==> src/rtl/can_crc15_check_if.sv <==
// Receive-bit and result signals between the RX frame controller and the CRC-15 checker.
interface can_crc15_check_if;
  logic        bit_valid;
  logic        rx_bit;
  logic        frame_start;
  logic        abort;
  logic        busy;
  logic        in_crc_field;
  logic        check_done;
  logic        crc_ok;
  logic        crc_err;
  logic        form_err;
  logic [14:0] crc_calc;
  logic [14:0] crc_rx;

  modport master (
    output bit_valid, rx_bit, frame_start, abort,
    input  busy, in_crc_field, check_done, crc_ok, crc_err, form_err, crc_calc, crc_rx
  );

  modport slave (
    input  bit_valid, rx_bit, frame_start, abort,
    output busy, in_crc_field, check_done, crc_ok, crc_err, form_err, crc_calc, crc_rx
  );
endinterface

==> src/rtl/can_crc15_check.sv <==
// CAN 2.0A receive CRC-15 checker: runs the CRC over SOF..data, captures the
// received CRC field and delimiter, and reports match/mismatch/form error.
module can_crc15_check #(
  parameter logic [14:0] POLY           = 15'h4599,
  parameter logic [14:0] CRC_INIT       = 15'h0000,
  parameter int unsigned MAX_DATA_BYTES = 8
) (
  input logic          clk,
  input logic          rst,
  can_crc15_check_if.slave bus
);

  localparam int unsigned DCW = $clog2(8 * MAX_DATA_BYTES + 1);

  typedef enum logic [2:0] {
    S_IDLE,
    S_HDR,
    S_DATA,
    S_CRCF,
    S_DELIM,
    S_DONE
  } state_t;

  state_t           state_q, state_d;
  logic [14:0]      crc_q, crc_d;
  logic [14:0]      crc_rx_q, crc_rx_d;
  logic [4:0]       field_cnt_q, field_cnt_d;
  logic [DCW-1:0]   data_cnt_q, data_cnt_d;
  logic             rtr_q, rtr_d;
  logic [2:0]       dlc_q, dlc_d;
  logic             delim_q, delim_d;

  logic             sof;
  logic [3:0]       dlc_full;
  logic [DCW-1:0]   data_bits;

  function automatic logic [14:0] crc_step(input logic [14:0] c, input logic b);
    crc_step = {c[13:0], 1'b0} ^ ((b ^ c[14]) ? POLY : '0);
  endfunction

  assign sof      = bus.frame_start & bus.bit_valid;
  // Last DLC bit arrives live at header index 18; the first three are latched.
  assign dlc_full = {dlc_q, bus.rx_bit};
  assign data_bits = rtr_q ? '0 :
                     (32'(dlc_full) > MAX_DATA_BYTES) ? DCW'(8 * MAX_DATA_BYTES) :
                     DCW'({dlc_full, 3'b000});

  always_comb begin
    state_d     = state_q;
    crc_d       = crc_q;
    crc_rx_d    = crc_rx_q;
    field_cnt_d = field_cnt_q;
    data_cnt_d  = data_cnt_q;
    rtr_d       = rtr_q;
    dlc_d       = dlc_q;
    delim_d     = delim_q;

    if (state_q == S_DONE) state_d = S_IDLE;

    if (bus.abort) begin
      state_d = S_IDLE;
    end else if (sof) begin
      state_d     = S_HDR;
      crc_d       = crc_step(CRC_INIT, bus.rx_bit);
      crc_rx_d    = '0;
      field_cnt_d = 5'd1;
      data_cnt_d  = '0;
      rtr_d       = 1'b0;
      dlc_d       = '0;
      delim_d     = 1'b0;
    end else if (bus.bit_valid) begin
      case (state_q)
        S_HDR: begin
          crc_d       = crc_step(crc_q, bus.rx_bit);
          field_cnt_d = field_cnt_q + 5'd1;
          if (field_cnt_q == 5'd12) rtr_d = bus.rx_bit;
          if (field_cnt_q >= 5'd15) dlc_d = {dlc_q[1:0], bus.rx_bit};
          if (field_cnt_q == 5'd18) begin
            field_cnt_d = '0;
            data_cnt_d  = data_bits;
            state_d     = (data_bits != '0) ? S_DATA : S_CRCF;
          end
        end
        S_DATA: begin
          crc_d      = crc_step(crc_q, bus.rx_bit);
          data_cnt_d = data_cnt_q - DCW'(1);
          if (data_cnt_q == DCW'(1)) begin
            field_cnt_d = '0;
            state_d     = S_CRCF;
          end
        end
        S_CRCF: begin
          crc_rx_d    = {crc_rx_q[13:0], bus.rx_bit};
          field_cnt_d = field_cnt_q + 5'd1;
          if (field_cnt_q == 5'd14) state_d = S_DELIM;
        end
        S_DELIM: begin
          delim_d = bus.rx_bit;
          state_d = S_DONE;
        end
        default: ;
      endcase
    end
  end

  always_ff @(posedge clk) begin
    if (rst) begin
      state_q     <= S_IDLE;
      crc_q       <= CRC_INIT;
      crc_rx_q    <= '0;
      field_cnt_q <= '0;
      data_cnt_q  <= '0;
      rtr_q       <= 1'b0;
      dlc_q       <= '0;
      delim_q     <= 1'b0;
    end else begin
      state_q     <= state_d;
      crc_q       <= crc_d;
      crc_rx_q    <= crc_rx_d;
      field_cnt_q <= field_cnt_d;
      data_cnt_q  <= data_cnt_d;
      rtr_q       <= rtr_d;
      dlc_q       <= dlc_d;
      delim_q     <= delim_d;
    end
  end

  assign bus.busy         = (state_q != S_IDLE);
  assign bus.in_crc_field = (state_q == S_CRCF);
  assign bus.check_done   = (state_q == S_DONE);
  assign bus.form_err     = (state_q == S_DONE) & ~delim_q;
  assign bus.crc_ok       = (state_q == S_DONE) & delim_q & (crc_q == crc_rx_q);
  assign bus.crc_err      = (state_q == S_DONE) & delim_q & (crc_q != crc_rx_q);
  assign bus.crc_calc     = crc_q;
  assign bus.crc_rx       = crc_rx_q;

endmodule
==> src/flat_wrapper.sv <==
// flat-port wrapper written by rule: the top's interface ports become plain ports
module can_crc15_check_flat 
#(
  parameter logic [14:0] POLY           = 15'h4599,
  parameter logic [14:0] CRC_INIT       = 15'h0000,
  parameter int unsigned MAX_DATA_BYTES = 8
)
  (clk, rst, bus_bit_valid, bus_rx_bit, bus_frame_start, bus_abort, bus_busy, bus_in_crc_field, bus_check_done, bus_crc_ok, bus_crc_err, bus_form_err, bus_crc_calc, bus_crc_rx);
  can_crc15_check_if bus_i ();
  input logic clk;
  input logic rst;
  input wire logic [$bits(bus_i.bit_valid)-1:0] bus_bit_valid;
  input wire logic [$bits(bus_i.rx_bit)-1:0] bus_rx_bit;
  input wire logic [$bits(bus_i.frame_start)-1:0] bus_frame_start;
  input wire logic [$bits(bus_i.abort)-1:0] bus_abort;
  output wire logic [$bits(bus_i.busy)-1:0] bus_busy;
  output wire logic [$bits(bus_i.in_crc_field)-1:0] bus_in_crc_field;
  output wire logic [$bits(bus_i.check_done)-1:0] bus_check_done;
  output wire logic [$bits(bus_i.crc_ok)-1:0] bus_crc_ok;
  output wire logic [$bits(bus_i.crc_err)-1:0] bus_crc_err;
  output wire logic [$bits(bus_i.form_err)-1:0] bus_form_err;
  output wire logic [$bits(bus_i.crc_calc)-1:0] bus_crc_calc;
  output wire logic [$bits(bus_i.crc_rx)-1:0] bus_crc_rx;
  assign bus_i.bit_valid = bus_bit_valid;
  assign bus_i.rx_bit = bus_rx_bit;
  assign bus_i.frame_start = bus_frame_start;
  assign bus_i.abort = bus_abort;
  assign bus_busy = bus_i.busy;
  assign bus_in_crc_field = bus_i.in_crc_field;
  assign bus_check_done = bus_i.check_done;
  assign bus_crc_ok = bus_i.crc_ok;
  assign bus_crc_err = bus_i.crc_err;
  assign bus_form_err = bus_i.form_err;
  assign bus_crc_calc = bus_i.crc_calc;
  assign bus_crc_rx = bus_i.crc_rx;
  can_crc15_check #(.POLY(POLY), .CRC_INIT(CRC_INIT), .MAX_DATA_BYTES(MAX_DATA_BYTES)) u_core (.clk(clk), .rst(rst), .bus(bus_i));
endmodule
==> config.mk <==
export PLATFORM = sky130hd
export DESIGN_NAME = can_crc15_check_flat
export DESIGN_NICKNAME = d
export VERILOG_FILES = /design/src/rtl/can_crc15_check_if.sv /design/src/rtl/can_crc15_check.sv /design/src/flat_wrapper.sv
export SDC_FILE = /design/constraint.sdc
export NUM_CORES = 1
export LEC_CHECK = 0
export CAP_MARGIN = 10
export CORE_MARGIN = 1.5
export CORE_UTILIZATION = 55
export DETAILED_ROUTE_END_ITERATION = 10
export HOLD_SLACK_MARGIN = 0.03
export PLACE_DENSITY_LB_ADDON = 0.25
export SYNTH_ARGS = -nofsm -noshare
export SYNTH_HDL_FRONTEND = slang
export SYNTH_SLANG_ARGS = --single-unit
==> constraint.sdc <==
create_clock -name clk -period 2.36 [get_ports clk]
set_input_delay 0.236 -clock clk [delete_from_list [all_inputs] [get_ports clk]]
set_output_delay 0.236 -clock clk [all_outputs]
set_load 0.05 [all_outputs]
==> results.md, run 1 <==
* DR vias/cell at 6.07
* Ys Warns at 0
* Hold_buf cts at 0
* Yosys cell types at 62
* Cell count after synthesis at 355
* Min-Delay Path Class: reg2reg
* Fmax at 447 MHz
* Final Non-Filler Cells at 462
* Commonest non-fill, non-tap cell in the layout: dfxtp_1
* Arrival @ worst endpoint at 2000 ps
* Largest net degree at the start of global routing at 47
* Switching Fraction at 29.1%
* Vias in the first global route at 2567
* CTS tree: built
* Via Count at 2803
* Outcome: finished, final reports clean
* Crit path max fanout at 12
* Antenna fix cells at 0
* Worst Tran Pin Value at 738 ps
* #FFs+latches synth at 50
* CTS Sinks at 50
* Post-Synth Simple-Gate Area at 28.1%
* Max Slew Vio Count at 0
* Setup Fix Bufs, Post-CTS at 0
* Int Pwr at 0.00114 W
* Global-route wire length before repair at 12500 um
* Min Clock Period, post-route at 2240 ps
* Predominant post-synthesis flop cell: dfxtp_1
* Synth Cell Area at 0.00293 mm2
* Endpoint class of the critical path: output port
* First-pass iteration count of the detailed router at 4
* Ports at 42
* CP required at 2120 ps
* Number of flops mapped to enable cells by yosys at 0
* Longest Clk Path Bufs at 2
* Routability cong. at 0.878
* Cell area after layout at 0.00352 mm2
* XOR/XNOR Fraction of Synth Area at 8.36%
* Sw Pwr at 0.000465 W
* Syn Area/Cell at 8.26 um2
* DRC at 0
* Overflow left after global routing at 0
* H-tree depth at 2
* Core area at 0.00514 mm2
* Leakage power at 1.20 nW
* Logic pwr share at 13.1%
* Worst skew pair latency at 310 ps
* Final Hold Viols at 0
* Mean routed wirelength per cell at 16.4 um
* Adder-cell share of the synthesized area at 2.56%
* Critical path type: reg2out
* Mux cell area share after synthesis at 0.682%
* Startpoint Class: flip-flop
* Antenna violations before repair at 0
* Initial drt markers at 225
* Post-route ant nets at 0
* CTS root buffer: clkbuf_8
* Num rows at 26
* # resized after CTS at 0
* Pwr per Cell Area at 454 mW/mm2
* Max VDD drop at 331 uV
* Die area at 0.00578 mm2
* CTS buffer count at 5
* Fin crit share at 94.8%
* WL final at 7600 um
* Share of power burned in registers at 54.1%
* Max-Cap Viols at 0
* Clock network power share at 32.8%
* Sequential fraction of the synthesis area at 34.1%
* Starting Density at 57.1%
* Largest family of logic cells by synthesized area: simple AND/OR/NAND/NOR gates
* Max-slew headroom at 50.3%
* Total negative slack at 0 ps
* Fin util at 68.5%
* Share of synthesized registers carrying an async set or reset at 0%
* Die width at 76.0 um
* Area delta synth->final at 20.1%
* Syn nets at 367
* Global Route Usage Sum at 26.5%
* Post-DP HPWL at 5330 um
* Leading cell types in the layout, fill and taps excluded: dfxtp_1, a21oi_1, clkdlybuf4s50_1, nand2_1, nand3_1
* Port Buffers at 41
* Final setup viols at 0
* Post-placement cell area at 0.00343 mm2
* Placed insts at 454
* RSZ-0062 raised after global routing: false
* Worst clock skew at 7.35 ps
* Die Ht at 76.0 um
* Clock slew at reported path FFs at 100 ps
* Layout cell share with drive strength beyond 1 at 10.2%
* Synth Area in Compound Gates at 21.1%
* # nets final at 403
[critical path, cell delays in order, from the launching register on]
cell and delay, ps:
dfxtp_1 580, and3b_1 280, clkdlybuf4s50_1 830
[final cells by class]
class                           count  area, um2
Sequential cell                    50       1000
Timing Repair Buffer               54        523
Inverter                            6       22.5
Tap cell                           70       87.6
Multi-Input combinational cell    274       1800
Clock inverter                      3       21.3
Fill cell                         459       1620
Clock buffer                        5       68.8
[worst paths after layout]
check,start,end,slack (ps),cells past startpoint
setup / recovery,u_core.state_q[1],bus_in_crc_field,120,2
hold / removal,u_core.dlc_q[2],u_core.dlc_q[2],500,2
setup reg to reg,u_core.state_q[1],u_core.field_cnt_q[2],340,5
hold reg to reg,u_core.dlc_q[2],u_core.dlc_q[2],500,2
[metrics by stage]
step	total power (W)	hold slack [ps]	setup WS, ps
final	0.00160	496	123
after global routing	0.00165	527	80.0
after CTS	0.00160	498	106
after detailed placement	0.00109	487	263
after global placement	0.00109	468	359
after floorplan	0.00103	453	13.6
[cells by family after synthesis]
| group | Yosys count |
|---|---|
| buffers and inverters | 31 |
| adder cells (fa/ha/maj) | 6 |
| AO/OA/AOI/OAI | 92 |
| multiplexers | 2 |
| AND/OR/NAND/NOR | 146 |
| flip-flops | 50 |
| XOR/XNOR | 28 |
[power groups by stage]
stage / sequential, W / clock, W / combinational [W]
finish: 0.000866 / 0.000524 / 0.000210
global placement: 0.000885 / 0 / 0.000203
floorplan: 0.000908 / 0 / 0.000124
global route: 0.000868 / 0.000554 / 0.000224
detailed placement: 0.000885 / 0 / 0.000206
CTS: 0.000866 / 0.000524 / 0.000207
[flip-flops by register name, indices dropped and copies added, names as in the netlist]
signal,count
u_core.rtr_q,1
u_core.bus.crc_rx,15
u_core.state_q,3
u_core.dlc_q,3
u_core.delim_q,1
u_core.bus.crc_calc,15
u_core.field_cnt_q,5
u_core.data_cnt_q,7
[Yosys cell counts, drive strengths merged, types with 3 or more instances]
cell / count / area, um2
inv: 6 / 22.5
nand3: 28 / 140
or3: 3 / 23.8
nor3b: 5 / 48.8
and3: 6 / 37.5
o31ai: 4 / 30.0
nor2: 17 / 63.8
a211oi: 8 / 70.1
nand2b: 3 / 18.8
ha: 6 / 75.1
o211ai: 13 / 97.6
a311oi: 3 / 26.3
dfxtp: 50 / 1000
nand4: 8 / 50.1
nand2: 35 / 131
nor2b: 8 / 50.1
o21ai: 7 / 38.8
xnor2: 22 / 193
nor4: 7 / 58.8
a21oi: 39 / 199
xor2: 6 / 52.6
and2: 3 / 18.8
buf: 17 / 97.6
a31oi: 3 / 18.8
nor3: 7 / 40.0
or3b: 4 / 35.0
clkbuf: 8 / 30.0
[per-layer routing]
layer,up-vias,GRT usage [%],routed length (um)
met4,0,6.67,64
met3,8,4.79,385
met5,-,0,0
met1,1353,37.6,3630
met2,74,41.7,3510
li1,1368,-,-
Power figures use the tool's default switching activity.
==> run 2, diff against run 1 <==
- ABC_AREA: default -> 1
- CORE_UTILIZATION: 55 -> 54
==> results.md, run 2 <==
* Outcome: finished, final reports clean (unchanged)
* # resized after CTS at 0 (unchanged)
* Cell count after synthesis at 405 (was 355)
* Max Slew Vio Count at 0 (unchanged)
* Vias in the first global route at 2516 (was 2567)
* Ys Warns at 0 (unchanged)
* Top-count cell post-synth: nand2_1 (was dfxtp_1)
* Crit path max fanout at 7 (was 12)
* Overflow left after global routing at 0 (unchanged)
* Fillers at 441 (was 459)
* Via Count at 2840 (was 2803)
* Startpoint Class: flip-flop (unchanged)
* Syn Area/Cell at 6.89 um2 (was 8.26 um2)
* Sw Pwr at 0.000482 W (was 0.000465 W)
* Routability cong. at 0.876 (was 0.878)
* Arrival @ worst endpoint at 2020 ps (was 2000 ps)
* Clock slew at reported path FFs at 90 ps (was 100 ps)
* Min-delay src: u_core.bus.crc_rx[14] (was u_core.dlc_q[2])
* Max-Cap Viols at 0 (unchanged)
* Min-Delay Path Class: reg2reg (unchanged)
* Clock network power share at 35.2% (was 32.8%)
* RSZ-0062 raised after global routing: false (unchanged)
* Cells along the critical path: nand2_1 -> nor3_1 -> clkdlybuf4s50_1 (was and3b_1 -> clkdlybuf4s50_1)
* Largest net degree at the start of global routing at 25 (was 47)
* Post-route ant nets at 0 (unchanged)
* Die Ht at 74.9 um (was 76.0 um)
* Antenna violations before repair at 0 (unchanged)
* Crit. Startpoint: u_core.state_q[0] (was u_core.state_q[1])
* WL final at 7090 um (was 7600 um)
* Die area at 0.00560 mm2 (was 0.00578 mm2)
* Worst Tran Pin Value at 544 ps (was 738 ps)
* DR vias/cell at 5.56 (was 6.07)
* Fmax at 443 MHz (was 447 MHz)
* Total negative slack at 0 ps (unchanged)
* Crit path largest cell delay at 840 ps (was 830 ps)
* Area contributors post-synth: dfxtp_1, nand2_1, a21oi_1, nand3_1, nor2_1 (was dfxtp_1, xnor2_1, a21oi_1, nand3_1, nand2_1)
* Worst skew pair latency at 300 ps (was 310 ps)
* Synth top cells by count: nand2_1, a21oi_1, dfxtp_1 (was dfxtp_1, a21oi_1, nand2_1)
* CTS Sinks at 50 (unchanged)
* # nets final at 456 (was 403)
* Core area at 0.00485 mm2 (was 0.00514 mm2)
* Antenna fix cells at 0 (unchanged)
* Mean routed wirelength per cell at 13.9 um (was 16.4 um)
* Leakage power at 1.32 nW (was 1.20 nW)
* Global Route Usage Sum at 27.1% (was 26.5%)
* Final hold slack at 517 ps (was 496 ps)
* Max VDD drop at 350 uV (was 331 uV)
* Pwr per Cell Area at 528 mW/mm2 (was 454 mW/mm2)
* Post-DP HPWL at 5060 um (was 5330 um)
* Leading cell types in the layout, fill and taps excluded: nand2_1, dfxtp_1, a21oi_1, nor2_1, clkdlybuf4s50_1 (was dfxtp_1, a21oi_1, clkdlybuf4s50_1, nand2_1, nand3_1)
* Max-slew headroom at 63.5% (was 50.3%)
* DRC at 0 (unchanged)
* Hold_buf cts at 0 (unchanged)
* H-tree depth at 2 (unchanged)
* Share of synthesized registers carrying an async set or reset at 0% (unchanged)
* Setup Fix Bufs, Post-CTS at 0 (unchanged)
* Share of power burned in registers at 50.1% (was 54.1%)
* Predominant post-synthesis flop cell: dfxtp_1 (unchanged)
* Yosys cell types at 30 (was 62)
* Post-synth top area cell: dfxtp_1 (unchanged)
* #FFs+latches synth at 50 (unchanged)
* Synth Cell Area at 0.00279 mm2 (was 0.00293 mm2)
* Logic pwr share at 14.7% (was 13.1%)
* Final Hold Viols at 0 (unchanged)
* Num rows at 25 (was 26)
* Die width at 74.9 um (was 76.0 um)
* Global-route wire length before repair at 11800 um (was 12500 um)
* Int Pwr at 0.00129 W (was 0.00114 W)
* CP required at 2120 ps (about the same)
* Syn nets at 417 (was 367)
* Commonest non-fill, non-tap cell in the layout: nand2_1 (was dfxtp_1)
* Cell at the slowest stage of the critical path: clkdlybuf4s50_1 (unchanged)
* Starting Density at 57.5% (was 57.1%)
* Longest Clk Path Bufs at 2 (unchanged)
* Area delta synth->final at 20.3% (was 20.1%)
* CTS buffer count at 5 (unchanged)
* Worst clock skew at 8.17 ps (was 7.35 ps)
* CTS root buffer: clkbuf_8 (unchanged)
* Ports at 42 (unchanged)
* Min Clock Period, post-route at 2260 ps (was 2240 ps)
* Critical path type: reg2out (unchanged)
* Number of flops mapped to enable cells by yosys at 0 (unchanged)
* First-pass iteration count of the detailed router at 5 (was 4)
* Fin crit share at 95.7% (was 94.8%)
* Initial drt markers at 241 (was 225)
* Endpoint class of the critical path: output port (unchanged)
* Switching Fraction at 27.2% (was 29.1%)
* Port Buffers at 41 (unchanged)
* Post-synth top area share at 35.9% (was 34.1%)
* CTS tree: built (unchanged)
* Final setup viols at 0 (unchanged)
* Reg-to-reg startpoint: u_core.state_q[1] (unchanged)
* Layout cell share with drive strength beyond 1 at 9.01% (was 10.2%)
* Sequential fraction of the synthesis area at 35.9% (was 34.1%)
==> run 2: per-layer routing <==
metal,global-route usage (%),vias to the layer above,wire length (um)
li1,-,1429,-
met1,37.0,1300,3190
met2,44.7,103,3430
met3,4.02,8,395
met4,7.47,0,83
met5,0,-,0
==> run 2: through the flow <==
stage	worst slack, ps	util [%]	instance area (um2)	std cells	total power (W)
after floorplan	2.33	-	2790	405	0.00109
after global placement	380	66.9	3240	504	0.00116
after detailed placement	392	66.9	3240	504	0.00116
after CTS	91.9	69.2	3350	511	0.00178
after global routing	16.5	69.2	3350	511	0.00183
final	101	69.2	3350	511	0.00177
==> run 2: power groups by stage <==
stage	registers [W]	logic, W	clock network (W)
floorplan	0.000943	0.000145	0
global placement	0.000905	0.000256	0
detailed placement	0.000906	0.000258	0
CTS	0.000886	0.000260	0.000630
global route	0.000889	0.000287	0.000658
finish	0.000887	0.000261	0.000623
==> run 2: worst max-delay path: cells and delay by family, from the launching register on <==
| kind | cells | cell delay [ps] |
|---|---|---|
| flip-flops | 1 | 480 |
| buffers and inverters | 1 | 840 |
| AND/OR/NAND/NOR | 2 | 400 |
==> run 2: area by class of cell <==
class	instances	area [um2]	share of cell area, %
clock inverters	1	30.0	0.895
well taps	67	83.8	2.50
inverters	31	116	3.47
repair buffers	47	450	13.4
clock buffers	6	82.6	2.46
multi-input cells	309	1590	47.4
flip-flops and latches	50	1000	29.8
==> run 2: final timing paths <==
kind	depth (start not counted)	slack, ps	to
max reg2reg	9	530	u_core.bus.crc_calc[8]
min	2	520	u_core.bus.crc_rx[14]
max	3	100	bus_form_err
min reg2reg	2	520	u_core.bus.crc_rx[14]
==> run 2: cells by family (layout without fill, tap and decap cells) <==
kind of cell,after synthesis,in the layout,share of synthesized area (%)
simple gates,194,194,31.0
xor+xnor,18,18,5.65
fa+ha+maj,6,6,2.69
compound gates,91,91,17.6
buf+inv,46,85,7.22
flops,50,50,35.9
